`src/rtl/alu_seq_ctrl.sv`:
```
// alu_seq_ctrl: hardwired control unit for the register-format datapath.
// Sequences fetch (T0-T2) and execute (T3-T6) for R-type ALU, mul/div,
// neg/not, nop and halt. Drives bus-source selects, load enables, the ALU
// op code and the memory read strobe from the registered state and IR.
// Optional retired-instruction counter: define ALU_SEQ_INSTR_COUNT_EN.
module alu_seq_ctrl #(
    parameter int unsigned NREGS = 16,
    parameter int unsigned OPW   = 5
) (
    input  logic             clk,
    input  logic             clr,
    input  logic             run,
    input  logic             mem_rdy,
    input  logic [31:0]      ir,
    output logic             PCout,
    output logic             ZHIout,
    output logic             ZLOout,
    output logic             HIout,
    output logic             LOout,
    output logic             MDRout,
    output logic             MARin,
    output logic             PCin,
    output logic             MDRin,
    output logic             IRin,
    output logic             Yin,
    output logic             HIin,
    output logic             LOin,
    output logic             ZHIin,
    output logic             ZLOin,
    output logic             IncPC,
    output logic             Read,
    output logic [OPW-1:0]   operation,
    output logic [NREGS-1:0] enableReg,
    output logic [NREGS-1:0] Rout,
    output logic             halted,
    output logic             illegal,
    output logic             busy
`ifdef ALU_SEQ_INSTR_COUNT_EN
    ,
    output logic [31:0]      instr_count
`endif
);

    typedef enum logic [3:0] {
        StIdle, StT0, StT1, StT2, StT3, StT4, StT5, StT6, StHalt
    } state_e;

    typedef enum logic [2:0] {
        ClsAlu, ClsMulDiv, ClsNegNot, ClsNop, ClsHalt, ClsIllegal
    } op_class_e;

    state_e      state_q, state_d;
    logic        t1_wait_q;  // T1 already lasted a cycle: PCin must not repeat
    op_class_e   op_class;
    logic [4:0]  opcode;
    logic [3:0]  ra, rb, rc;
    logic [14:0] unused_ir;

    assign opcode    = ir[31:27];
    assign ra        = ir[26:23];
    assign rb        = ir[22:19];
    assign rc        = ir[18:15];
    assign unused_ir = ir[14:0];

    function automatic logic [NREGS-1:0] reg_sel(input logic [3:0] idx);
        logic [NREGS-1:0] v;
        v      = '0;
        v[idx] = 1'b1;
        return v;
    endfunction

    // Classify the opcode currently held in IR
    always_comb begin
        op_class = ClsIllegal;
        case (opcode)
            5'b00011, 5'b00100, 5'b00101, 5'b00110, 5'b00111,
            5'b01000, 5'b01001, 5'b01010, 5'b01011: op_class = ClsAlu;
            5'b01111, 5'b10000:                     op_class = ClsMulDiv;
            5'b10001, 5'b10010:                     op_class = ClsNegNot;
            5'b11010:                               op_class = ClsNop;
            5'b11011:                               op_class = ClsHalt;
            default:                                op_class = ClsIllegal;
        endcase
    end

    // State register plus the first-T1-cycle tracker
    always_ff @(posedge clk or negedge clr) begin
        if (!clr) begin
            state_q   <= StIdle;
            t1_wait_q <= 1'b0;
        end else begin
            state_q   <= state_d;
            t1_wait_q <= (state_q == StT1);
        end
    end

    // Next state and decoded datapath controls
    always_comb begin
        state_d   = state_q;
        PCout     = 1'b0;
        ZHIout    = 1'b0;
        ZLOout    = 1'b0;
        HIout     = 1'b0;
        LOout     = 1'b0;
        MDRout    = 1'b0;
        MARin     = 1'b0;
        PCin      = 1'b0;
        MDRin     = 1'b0;
        IRin      = 1'b0;
        Yin       = 1'b0;
        HIin      = 1'b0;
        LOin      = 1'b0;
        ZHIin     = 1'b0;
        ZLOin     = 1'b0;
        IncPC     = 1'b0;
        Read      = 1'b0;
        operation = '0;
        enableReg = '0;
        Rout      = '0;
        halted    = 1'b0;
        illegal   = 1'b0;

        unique case (state_q)
            StIdle: begin
                if (run) state_d = StT0;
            end
            StT0: begin
                PCout   = 1'b1;
                MARin   = 1'b1;
                IncPC   = 1'b1;
                ZLOin   = 1'b1;
                state_d = StT1;
            end
            StT1: begin
                ZLOout = 1'b1;
                PCin   = ~t1_wait_q;
                Read   = 1'b1;
                MDRin  = 1'b1;
                if (mem_rdy) state_d = StT2;
            end
            StT2: begin
                MDRout  = 1'b1;
                IRin    = 1'b1;
                state_d = StT3;
            end
            StT3: begin
                case (op_class)
                    ClsAlu, ClsNegNot: begin
                        Rout    = reg_sel(rb);
                        Yin     = 1'b1;
                        state_d = StT4;
                    end
                    ClsMulDiv: begin
                        Rout    = reg_sel(ra);
                        Yin     = 1'b1;
                        state_d = StT4;
                    end
                    ClsNop:  state_d = run ? StT0 : StIdle;
                    ClsHalt: state_d = StHalt;
                    default: begin
                        illegal = 1'b1;
                        state_d = run ? StT0 : StIdle;
                    end
                endcase
            end
            StT4: begin
                operation = OPW'(opcode);
                ZLOin     = 1'b1;
                case (op_class)
                    ClsMulDiv: begin
                        Rout  = reg_sel(rb);
                        ZHIin = 1'b1;
                    end
                    ClsNegNot: Rout = reg_sel(rb);
                    default:   Rout = reg_sel(rc);
                endcase
                state_d = StT5;
            end
            StT5: begin
                ZLOout = 1'b1;
                if (op_class == ClsMulDiv) begin
                    LOin    = 1'b1;
                    state_d = StT6;
                end else begin
                    enableReg = reg_sel(ra);
                    state_d   = run ? StT0 : StIdle;
                end
            end
            StT6: begin
                ZHIout  = 1'b1;
                HIin    = 1'b1;
                state_d = run ? StT0 : StIdle;
            end
            StHalt: begin
                halted = 1'b1;
            end
            default: state_d = StIdle;
        endcase

        busy = (state_q != StIdle) && (state_q != StHalt);
    end

`ifdef ALU_SEQ_INSTR_COUNT_EN
    logic        instr_done;
    logic [31:0] instr_count_q;

    // An instruction retires whenever an active state hands back to T0/IDLE
    always_comb begin
        instr_done = busy && ((state_d == StT0) || (state_d == StIdle));
    end

    // Retired-instruction counter, wraps at 2^32
    always_ff @(posedge clk or negedge clr) begin
        if (!clr) begin
            instr_count_q <= '0;
        end else if (instr_done) begin
            instr_count_q <= instr_count_q + 32'd1;
        end
    end

    assign instr_count = instr_count_q;
`endif

endmodule

```
`config.mk`:
```
export PLATFORM = sky130hd
export DESIGN_NAME = alu_seq_ctrl
export DESIGN_NICKNAME = d
export VERILOG_FILES = /design/src/rtl/alu_seq_ctrl.sv
export SDC_FILE = /design/constraint.sdc
export NUM_CORES = 1
export LEC_CHECK = 0
export BUFFER_PORTS_ARGS = -buffer_cell sky130_fd_sc_hd__buf_4
export CORE_ASPECT_RATIO = 0.7
export CORE_UTILIZATION = 48
export CTS_CLUSTER_DIAMETER = 50
export DETAILED_ROUTE_END_ITERATION = 8
export GPL_ROUTABILITY_DRIVEN = 0
export PLACE_DENSITY = 0.87
export SKIP_LAST_GASP = 1
export SLEW_MARGIN = 15
export SYNTH_ARGS = -nofsm -noshare
export SYNTH_HDL_FRONTEND = slang
export SYNTH_SLANG_ARGS = --single-unit
```
`constraint.sdc`:
```
create_clock -name clk -period 2.8 [get_ports clk]
set_input_delay 0.28 -clock clk [delete_from_list [all_inputs] [get_ports clk]]
set_output_delay 0.28 -clock clk [all_outputs]
set_load 0.01 [all_outputs]
```
Word-level counts from Yosys, hierarchy flattened
Memories as Yosys holds them, arrays and structs flattened.
Index checks and enable logic that the tools add are counted.
{"block": "totals", "register_bits": 5, "rom_bits": 96, "inputBits": 36, "out_inout_bits": 57, "wordCells": 73, "n_memories": 1}
{"block": "classes", "n_lt_le_gt_ge": 6, "eq_ne": 15, "mux": 33, "bitwise": 2, "n_reduce_logical": 14}
{"name": "(no name shown)", "words": 32, "width": 3, "read_ports": 1, "rd_clocked_by_memory_dff": 0, "wr": 0, "line_no": "75", "text": "case (opcode)"}
{"cell": "16-bit one-hot mux with 2 select lines", "n": 2}
{"cell": "16-bit 2-to-1 mux", "n": 3}
{"cell": "4-bit one-hot mux with 9 select lines", "n": 1}
{"cell": "1-bit 2-to-1 mux", "n": 19}
{"cell": "4-bit by 3-bit == test with 1-bit output (second input constant)", "n": 4}
{"cell": "4-bit by 5-bit less-than comparator with 1-bit output (second input constant)", "n": 3}
{"cell": "1-bit demux with 4-bit select", "n": 3}
{"cell": "4-bit by 1-bit >= comparator with 1-bit output (second input constant)", "n": 3}
{"cell": "4-bit by 2-bit == test with 1-bit output (second input constant)", "n": 2}
{"cell": "4-bit 2-to-1 mux", "n": 2}
{"cell": "4-bit one-hot mux with 2 select lines", "n": 1}
{"cell": "2-bit OR reduction", "n": 4}
{"cell": "3-bit by 2-bit == test with 1-bit output (second input constant)", "n": 2}
{"cell": "5-bit 2-to-1 mux", "n": 1}
{"cell": "5-bit OR reduction", "n": 1}
{"cell": "4-bit by 1-bit == test with 1-bit output (second input constant)", "n": 1}
{"cell": "4-bit == test (second input constant)", "n": 1}
{"cell": "1-bit logical AND", "n": 4}
{"cell": "4-bit logical NOT", "n": 1}
{"cell": "2-bit != test (second input constant)", "n": 2}
{"cell": "4-bit != test (second input constant)", "n": 1}
{"cell": "4-bit nonzero test", "n": 1}
{"cell": "3-bit by 1-bit == test with 1-bit output (second input constant)", "n": 1}
{"cell": "3-bit == test (second input constant)", "n": 1}
{"cell": "other kinds (5)", "n": 6}

Depth between registers and ports, before layout
Gate-level depths: netlist of run 1.
{"block": "logic_depth", "word_depth": 6, "mapped_depth": 9, "ltp_nobuf": 7}

Least setup slack after synthesis of run 1
No wires, ideal clock.
{"block": "synth_path", "path_type": "input port to output port", "startpoint": "in ir[27]", "endpoint": "out Rout[0]", "arrival_ns": 1.779, "required_time_ns": 2.520, "setup_slack_ns": 0.741, "path_stages": 7, "n_path_buf": 1, "path_cell_list": "ha_1 > buf_4 > nor4b_2 > a2111oi_4 > nor4b_2 > a22oi_1 > o22ai_1"}
{"block": "synth_between", "elab_chain_cells": 5, "elab_cells_between_ends": 9, "classes_between": "eq/ne (2); mux (3); reduce/logical (3); memory (1)"}
{"element": "from (decl)", "line_no": "14", "text": "input logic [31:0] ir,"}
{"element": "memory 32 x 3 bit (*)"}
{"element": "3-bit by 2-bit == test with 1-bit output, or another cell as far along", "line_no": "147, 169"}
{"element": "2-bit OR reduction"}
{"element": "16-bit one-hot mux with 2 select lines / 16-bit 2-to-1 mux (equally long branches)"}
{"element": "16-bit one-hot mux with 2 select lines (*)", "line_no": "123", "text": "unique case (state_q)"}
{"element": "to (decl)", "line_no": "34", "text": "output logic [NREGS-1:0] Rout,"}
Mark *: on every way between the ends. The rest lies on a longest branch, timed or not.

Final worst setup path of run 1
{"block": "layout_path", "startpoint": "in ir[27]", "endpoint": "out Rout[8]"}
The elaborated chain is that of the path after synthesis.

==> results.rst, run 1 <==
.. list-table::
   :header-rows: 1

   * - Metric
     - Value
   * - Outcome
     - finished with violations
   * - Violations in the final reports
     - design-rule violations
   * - Number of nets still failing antenna checks after routing
     - 0
   * - Fin crit period
     - 2.52 ns
   * - Final net count
     - 332
   * - Number of unique standard cell types used by synthesis
     - 45
   * - Worst-skew pair later-pin latency
     - 0.22 ns
   * - Reg-to-reg setup timing slack
     - 0.86 ns
   * - Series of cell instances along the critical path
     - buf_4 -> ha_1 -> nor4b_2 -> a2111oi_4 -> nor4b_2 -> a22oi_1 -> o22ai_1 -> buf_4
   * - Internal power
     - 0.443 mW
   * - Number of setup buffers added after CTS
     - 0
   * - Core outline area
     - 3170 um^2
   * - Number of global-route vias before repair
     - 1,696
   * - Critical setup path kind
     - in2out
   * - Arr. time, crit path
     - 2.24 ns
   * - TritonCTS clock tree
     - built
   * - Number of violations reported at the end of detailed-routing iteration 0
     - 192
   * - Maximum ir drop on the vdd rail
     - 376 uV
   * - Proportion of power drawn by combinational gates
     - 65.0%
   * - Post-synthesis to final-layout area growth
     - 33.5%
   * - Buffers on Ports
     - 75
   * - Via count normalized by instance count
     - 5.98
   * - Clock root buffer master
     - sky130_fd_sc_hd__clkbuf_8
   * - Largest incremental delay on the critical path
     - 0.43 ns
   * - Average routed wire per standard cell
     - 14.5 um
   * - Switching pwr
     - 0.366 mW
   * - Max transition margin
     - 49.0%
   * - Final critical-path setup slack
     - 0.281 ns
   * - Maximum fanout count along the critical path
     - 11
   * - Number of stages on the worst setup path
     - 8
   * - Count of final hold-check violations
     - 0
   * - Clock group share of total power
     - 16.6%
   * - Gate Count Post-Synth
     - 236
   * - Via count
     - 1,981
   * - Final routed wirelength across all metal layers
     - 4.80 mm
   * - Number of antenna diodes
     - 0
   * - Reg-to-reg endpoint
     - state_q[0]$_DFFE_PN0P_
   * - Sink Count
     - 5
   * - Synthesized area
     - 1600 um^2
   * - Global-route wire length before repair
     - 7.80 mm
   * - HPWL after detailed placement
     - 3.70 mm
   * - Maximum buffer depth of the clock tree
     - 2
   * - Placement Rows
     - 17
   * - Net Sw Frac
     - 45.2%
   * - Setup_tns
     - 0 ns
   * - Worst R2R Start
     - state_q[2]$_DFFE_PN0P_
   * - Hold WC Path Type
     - in2async
   * - Primary flip-flop cell chosen by synthesis mapping
     - sky130_fd_sc_hd__dfrtp_1
   * - Reg2reg path depth
     - 4
   * - Clock input transition at the sequential cells of the worst setup and hold paths
     - 0.03 ns
   * - Register area share after synthesis
     - 7.82%
   * - Number of synthesized flops with an enable pin
     - 0
   * - DR pass1 iterations
     - 7
   * - CP bufs+invs
     - 2
   * - Die area
     - 3570 um^2
   * - Post-detailed-route DRC marker count
     - 5
   * - Max-slew violations
     - 0
   * - Sequential Power Share
     - 18.4%
   * - Termination of the worst setup path
     - Rout[8]
   * - Setup crit start
     - ir[27]
   * - Starting density of the core
     - 50.5%
   * - Transition time at the pin with the least slew margin
     - 0.763 ns
   * - Fraction of layout instances using a drive strength above 1
     - 31.7%
   * - Category of cells accounting for the largest share of critical-path delay
     - simple AND/OR/NAND/NOR gates
   * - Warning count from the yosys run
     - 0
   * - Total global routing track utilization
     - 27.3%
   * - Setup-violating endpoint count in the final report
     - 0
   * - Setup repair after global routing missed its margin
     - no
   * - Cell with the largest stage delay on the worst path
     - sky130_fd_sc_hd__nor4b_2
   * - Final worst path period share
     - 90.0%
   * - Seq cells post-synth
     - 5
   * - Top Ports
     - 93
   * - Timing-limited maximum frequency
     - 397 MHz
   * - Async set-reset flop share out of synthesis
     - 100%
   * - Clock tree skew after final layout
     - 0.000310 ns
   * - Critical path required time
     - 2.52 ns
   * - Antenna violations before repair
     - 0
   * - Cts bufs inserted
     - 3
   * - Setup slack after placement
     - 0.296 ns
   * - Number of maximum-capacitance constraint violations
     - 0
   * - P_leak
     - 0.885 nW
   * - Count of H-tree levels built during CTS
     - 1
   * - Die boundary height
     - 50.3 um
   * - Endpoint type of the worst setup path
     - output pin
   * - Pin count of the biggest net entering global routing
     - 20
   * - Startpoint kind of the worst setup timing path
     - input pin
   * - Mean area per synthesized cell
     - 6.78 um^2
   * - Total grt overflow
     - 0
   * - Pwr/cell area
     - 379 nW/um^2
   * - Die Width
     - 71.0 um
==> cell usage after synthesis (all sizes together) (3+ instances only) <==
cell	number	share of area, %
nor3	20	6.6
clkbuf	10	2.3
nor3b	9	5.8
dfrtp	5	7.8
a22oi	16	7.5
o22ai	17	6.6
and3	3	1.2
buf	14	5.9
nor2	44	10
nand3b	4	1.9
inv	5	1.2
nand2	13	3.2
mux2i	16	10
and2	5	2.0
nand2b	12	4.7
nor4b	3	3.4
o21ai	6	1.9
nor2b	10	3.9
==> flip-flops by register name, indices dropped and copies added (netlist names) <==
signal,cells
state_q,4
t1_wait_q,1
==> timing repair <==
| action | in CTS | in global routing |
|---|---|---|
| gates resized for setup | 0 | 0 |
| endpoints found under the hold margin | 5 | 0 |
| hold buffers | 1 | 0 |
==> power by group through the flow <==
stage | clock network (mW) | registers [mW] | logic (mW)
2_1_floorplan | 0 | 0.108 | 0.381
3_3_place_gp | 0 | 0.146 | 0.506
3_5_place_dp | 0 | 0.147 | 0.520
4_1_cts | 0.138 | 0.146 | 0.525
5_1_grt | 0.148 | 0.156 | 0.568
6_report | 0.134 | 0.149 | 0.526
==> final cells by class <==
class,count,area [um^2]
multi-input cells,203,1330
fillers,275,1030
repair buffers,76,573
flip-flops and latches,5,125
well taps,38,47.5
clock buffers,4,45.0
inverters,5,18.8
==> per-layer routing <==
layer / up-vias / routed length (um) / GRT usage, %
li1: 964 / - / -
met1: 901 / 2220 / 38.9
met2: 111 / 2120 / 42.8
met3: 5 / 438 / 4.82
met4: 0 / 23 / 6.33
met5: - / 0 / 0
==> worst register-to-register path: cells and delay by family, from the launching register on <==
family | cells | cell delay, ns
compound gates | 2 | 0.75
simple gates | 2 | 0.56
flops | 1 | 0.51
==> cells by family (layout without fill, tap and decap cells) <==
| group | count (synthesis) | after routing | share of synthesized area (%) |
|---|---|---|---|
| AOI/OAI and AO/OA | 50 | 50 | 23.1 |
| and+or+nand+nor | 132 | 132 | 47.3 |
| buffers and inverters | 29 | 85 | 9.46 |
| adders and majority gates | 2 | 2 | 1.56 |
| muxes | 16 | 16 | 10.0 |
| DFF | 5 | 5 | 7.82 |
| other | 1 | 2 | 0.234 |
| xor gates and xnor gates | 1 | 1 | 0.547 |
==> stage by stage <==
step	instance area, um^2	utilization, %	hold slack, ns	power, mW	cells
finish	2140	67.4	0.400	0.810	331
global route	2140	67.4	0.407	0.873	331
CTS	2140	67.4	0.396	0.808	331
detailed placement	2080	65.7	0.0846	0.666	326
global placement	2080	65.7	0.0839	0.651	326
floorplan	1600	-	-0.0156	0.489	237
==> worst min-delay path by stage <==
stage               slack, ns  startpoint  cells past startpoint                endpoint
global placement         0.08         clr                      1  state_q[3]$_DFFE_PN0P_
global route             0.41         clr                      2     t1_wait_q$_DFF_PN0_
CTS                      0.40         clr                      2  state_q[0]$_DFFE_PN0P_
finish                   0.40         clr                      2  state_q[1]$_DFFE_PN0P_
floorplan               -0.02         clr                      0  state_q[0]$_DFFE_PN0P_
detailed placement       0.08         clr                      1  state_q[0]$_DFFE_PN0P_
==> cells in the final DEF (no fill, tap or decap), types with 2 or more instances in the layout <==
cell type                  instances
sky130_fd_sc_hd__and2_1            5
sky130_fd_sc_hd__nor3b_2           5
sky130_fd_sc_hd__nor4b_2           2
sky130_fd_sc_hd__buf_4            75
sky130_fd_sc_hd__mux2i_1          16
sky130_fd_sc_hd__nand3b_1          4
sky130_fd_sc_hd__o22ai_1          17
sky130_fd_sc_hd__a21o_1            2
sky130_fd_sc_hd__nor3b_1           4
sky130_fd_sc_hd__clkbuf_8          3
sky130_fd_sc_hd__dfrtp_1           5
sky130_fd_sc_hd__and3_1            3
sky130_fd_sc_hd__ha_1              2
sky130_fd_sc_hd__nor3_1           19
sky130_fd_sc_hd__nor4_1            2
sky130_fd_sc_hd__nand2_1          12
sky130_fd_sc_hd__nand2b_1         12
sky130_fd_sc_hd__o21ai_0           5
sky130_fd_sc_hd__conb_1            2
sky130_fd_sc_hd__a21oi_1           2
sky130_fd_sc_hd__a22oi_1          16
sky130_fd_sc_hd__nor2b_1          10
sky130_fd_sc_hd__inv_1             5
sky130_fd_sc_hd__nor2_1           43
Note: power is estimated with default switching activity, not from simulation.
==> run 2: changes to the inputs <==
BUFFER_PORTS_ARGS = not set   (was -buffer_cell sky130_fd_sc_hd__buf_4)
CORE_UTILIZATION = 50   (was 48)
DONT_BUFFER_PORTS = 1   (was not set)
PLACE_DENSITY = not set   (was 0.87)
clock period = 2.61 ns   (was 2.8 ns; I/O delays follow)
==> results.rst, run 2 (synthesized netlist as in run 1, its figures left out) <==
.. list-table::
   :header-rows: 1

   * - Metric
     - Value
   * - Antenna violations before repair
     - 0 (unchanged)
   * - Worst R2R Start
     - state_q[2]$_DFFE_PN0P_
   * - Largest incremental delay on the critical path
     - 0.54 ns (+0.11 ns)
   * - Maximum buffer depth of the clock tree
     - 2 (unchanged)
   * - DR pass1 iterations
     - 5 (-2)
   * - Arr. time, crit path
     - 2.10 ns (-0.14 ns)
   * - Max-slew violations
     - 0 (unchanged)
   * - Cell with the largest stage delay on the worst path
     - sky130_fd_sc_hd__dfrtp_1
   * - Worst-skew pair later-pin latency
     - 0.22 ns (about the same)
   * - Final net count
     - 259 (-22%)
   * - Number of nets still failing antenna checks after routing
     - 0 (unchanged)
   * - Final instance count without filler cells
     - 256 (-23%)
   * - Post-detailed-route DRC marker count
     - 0 (-5)
   * - Placed Instances
     - 251 (-23%)
   * - Series of cell instances along the critical path
     - nor3b_1 -> nand2b_1 -> a21o_1 -> o22ai_1
   * - Setup crit start
     - state_q[2]$_DFFE_PN0P_
   * - Clock input transition at the sequential cells of the worst setup and hold paths
     - 0.04 ns (about the same)
   * - Max transition margin
     - 49.9% (+0.92 points)
   * - Maximum ir drop on the vdd rail
     - 579 uV (+54%)
   * - Critical setup path kind
     - reg2out
   * - Global-route wire length before repair
     - 7.27 mm (-6.9%)
   * - Via count
     - 1,727 (-13%)
   * - Die boundary height
     - 49.3 um (-1.9%)
   * - Pin count of the biggest net entering global routing
     - 20 (unchanged)
   * - Die area
     - 3430 um^2 (-3.9%)
   * - Fin crit period
     - 2.36 ns
   * - Commonest cells after routing, fill and taps aside
     - sky130_fd_sc_hd__nor2_1, sky130_fd_sc_hd__nor3_1, sky130_fd_sc_hd__o22ai_1, sky130_fd_sc_hd__mux2i_1, sky130_fd_sc_hd__a22oi_1
   * - Sink Count
     - 5 (unchanged)
   * - Final routed wirelength across all metal layers
     - 4.72 mm (-1.7%)
   * - Count of final hold-check violations
     - 0 (unchanged)
   * - Hold WC Path Type
     - in2reg
   * - Number of setup buffers added after CTS
     - 0 (unchanged)
   * - Maximum fanout count along the critical path
     - 19 (+8)
   * - Biggest register
     - state_q
   * - Setup repair after global routing missed its margin
     - no
   * - Top Ports
     - 93 (unchanged)
   * - Timing-limited maximum frequency
     - 424 MHz
   * - Critical path required time
     - 2.35 ns (-0.17 ns)
   * - Setup_tns
     - 0 ns (unchanged)
   * - Pwr/cell area
     - 435 nW/um^2 (+15%)
   * - Hold buffers post-CTS
     - 1 (unchanged)
   * - Flip-flop count of the largest register, all copies and words added
     - 4 (unchanged)
   * - Starting density of the core
     - 54.8% (+4.3 points)
   * - Number of violations reported at the end of detailed-routing iteration 0
     - 129 (-33%)
   * - Die Width
     - 69.6 um (-2.0%)
   * - Number of antenna diodes
     - 0 (unchanged)
   * - Outcome
     - complete, no violations
   * - Most common library cell in the layout ignoring fill and taps
     - sky130_fd_sc_hd__nor2_1
   * - Cts bufs inserted
     - 3 (unchanged)
   * - Placement Rows
     - 16 (-1)
   * - Startpoint of the most critical hold path
     - ir[29]
   * - Average routed wire per standard cell
     - 18.4 um (+27%)
   * - Startpoint kind of the worst setup timing path
     - flop
   * - Number of maximum-capacitance constraint violations
     - 0 (unchanged)
   * - P_leak
     - 0.503 nW (-43%)
   * - Final worst path period share
     - 90.4%
   * - Post-CTS Resized
     - 0 (unchanged)
   * - Largest registers in the final layout
     - state_q: 4 flops, t1_wait_q: 1 flops
   * - Fraction of layout instances using a drive strength above 1
     - 9.09% (-23 points)
   * - Number of global-route vias before repair
     - 1,487 (-12%)
   * - Count of H-tree levels built during CTS
     - 1 (unchanged)
   * - Setup-violating endpoint count in the final report
     - 0 (unchanged)
   * - Buffers on Ports
     - 0 (-100%)
   * - Via count normalized by instance count
     - 6.75 (+13%)
   * - Core outline area
     - 2920 um^2 (-7.8%)
   * - TritonCTS clock tree
     - built
   * - Total global routing track utilization
     - 26.2% (-1.1 points)
   * - Clock tree skew after final layout
     - 0.00178 ns (+0.00147 ns)
   * - Clock root buffer master
     - sky130_fd_sc_hd__clkbuf_8
   * - Transition time at the pin with the least slew margin
     - 0.749 ns (-0.0137 ns)
   * - Total grt overflow
     - 0 (unchanged)
   * - Post-synthesis to final-layout area growth
     - -0.860%
   * - HPWL after detailed placement
     - 3.65 mm (-1.3%)
   * - Endpoint type of the worst setup path
     - output pin
## run 2: changes by cell type in the layout (fill, tap and decap cells not counted)
cell / delta
sky130_fd_sc_hd__buf_4: -73
## run 2: area by class of cell
type | instances | area, um^2
Clock buffer | 4 | 45.0
Multi-Input combinational cell | 203 | 1330
Sequential cell | 5 | 125
Timing Repair Buffer | 3 | 25.0
Inverter | 5 | 18.8
Tap cell | 36 | 45.0
Fill cell | 314 | 1340
## run 2: worst paths after layout
kind / end / slack, ns / cells past startpoint
worst max-delay path: Rout[3] / 0.25 / 4
worst min-delay path: state_q[3]$_DFFE_PN0P_ / 0.29 / 3
worst max register to register: state_q[0]$_DFFE_PN0P_ / 0.64 / 4
worst min register to register: state_q[0]$_DFFE_PN0P_ / 0.64 / 1
max in group asynchronous: state_q[3]$_DFFE_PN0P_ / 2.09 / 1
min in group asynchronous: state_q[2]$_DFFE_PN0P_ / 0.33 / 1
## run 2: layer usage
| metal | GRT usage [%] | share of wire, % | vias to the layer above |
|---|---|---|---|
| met5 | 0 | 0 | - |
| met4 | 3.00 | 0.23 | 0 |
| met3 | 3.93 | 9.9 | 2 |
| met2 | 37.1 | 40 | 99 |
| met1 | 42.0 | 50 | 804 |
| li1 | - | - | 822 |
## run 2: stage by stage
step	hold WS [ns]	setup slack [ns]	power [mW]	util (%)	instance area, um^2
after floorplan	-0.0346	0.589	0.524	-	1600
after global placement	-0.0345	0.390	0.530	52.4	1530
after detailed placement	-0.0345	0.275	0.540	52.4	1530
after CTS	0.288	0.273	0.688	54.3	1590
after global routing	0.316	0.0923	0.740	54.3	1590
final	0.295	0.250	0.690	54.3	1590
## run 2: power breakdown
| part | internal [mW] | switching (mW) | leakage [nW] |
|---|---|---|---|
| Clock | 0.105 | 0.0362 | 0.0228 |
| Combinational | 0.143 | 0.247 | 0.416 |
| Sequential | 0.107 | 0.0529 | 0.0646 |
## run 2: critical path: cells and delay by family, from the launching register on
family,cells,cell delay [ns]
compound gates,2,0.81
flops,1,0.54
simple gates,2,0.53
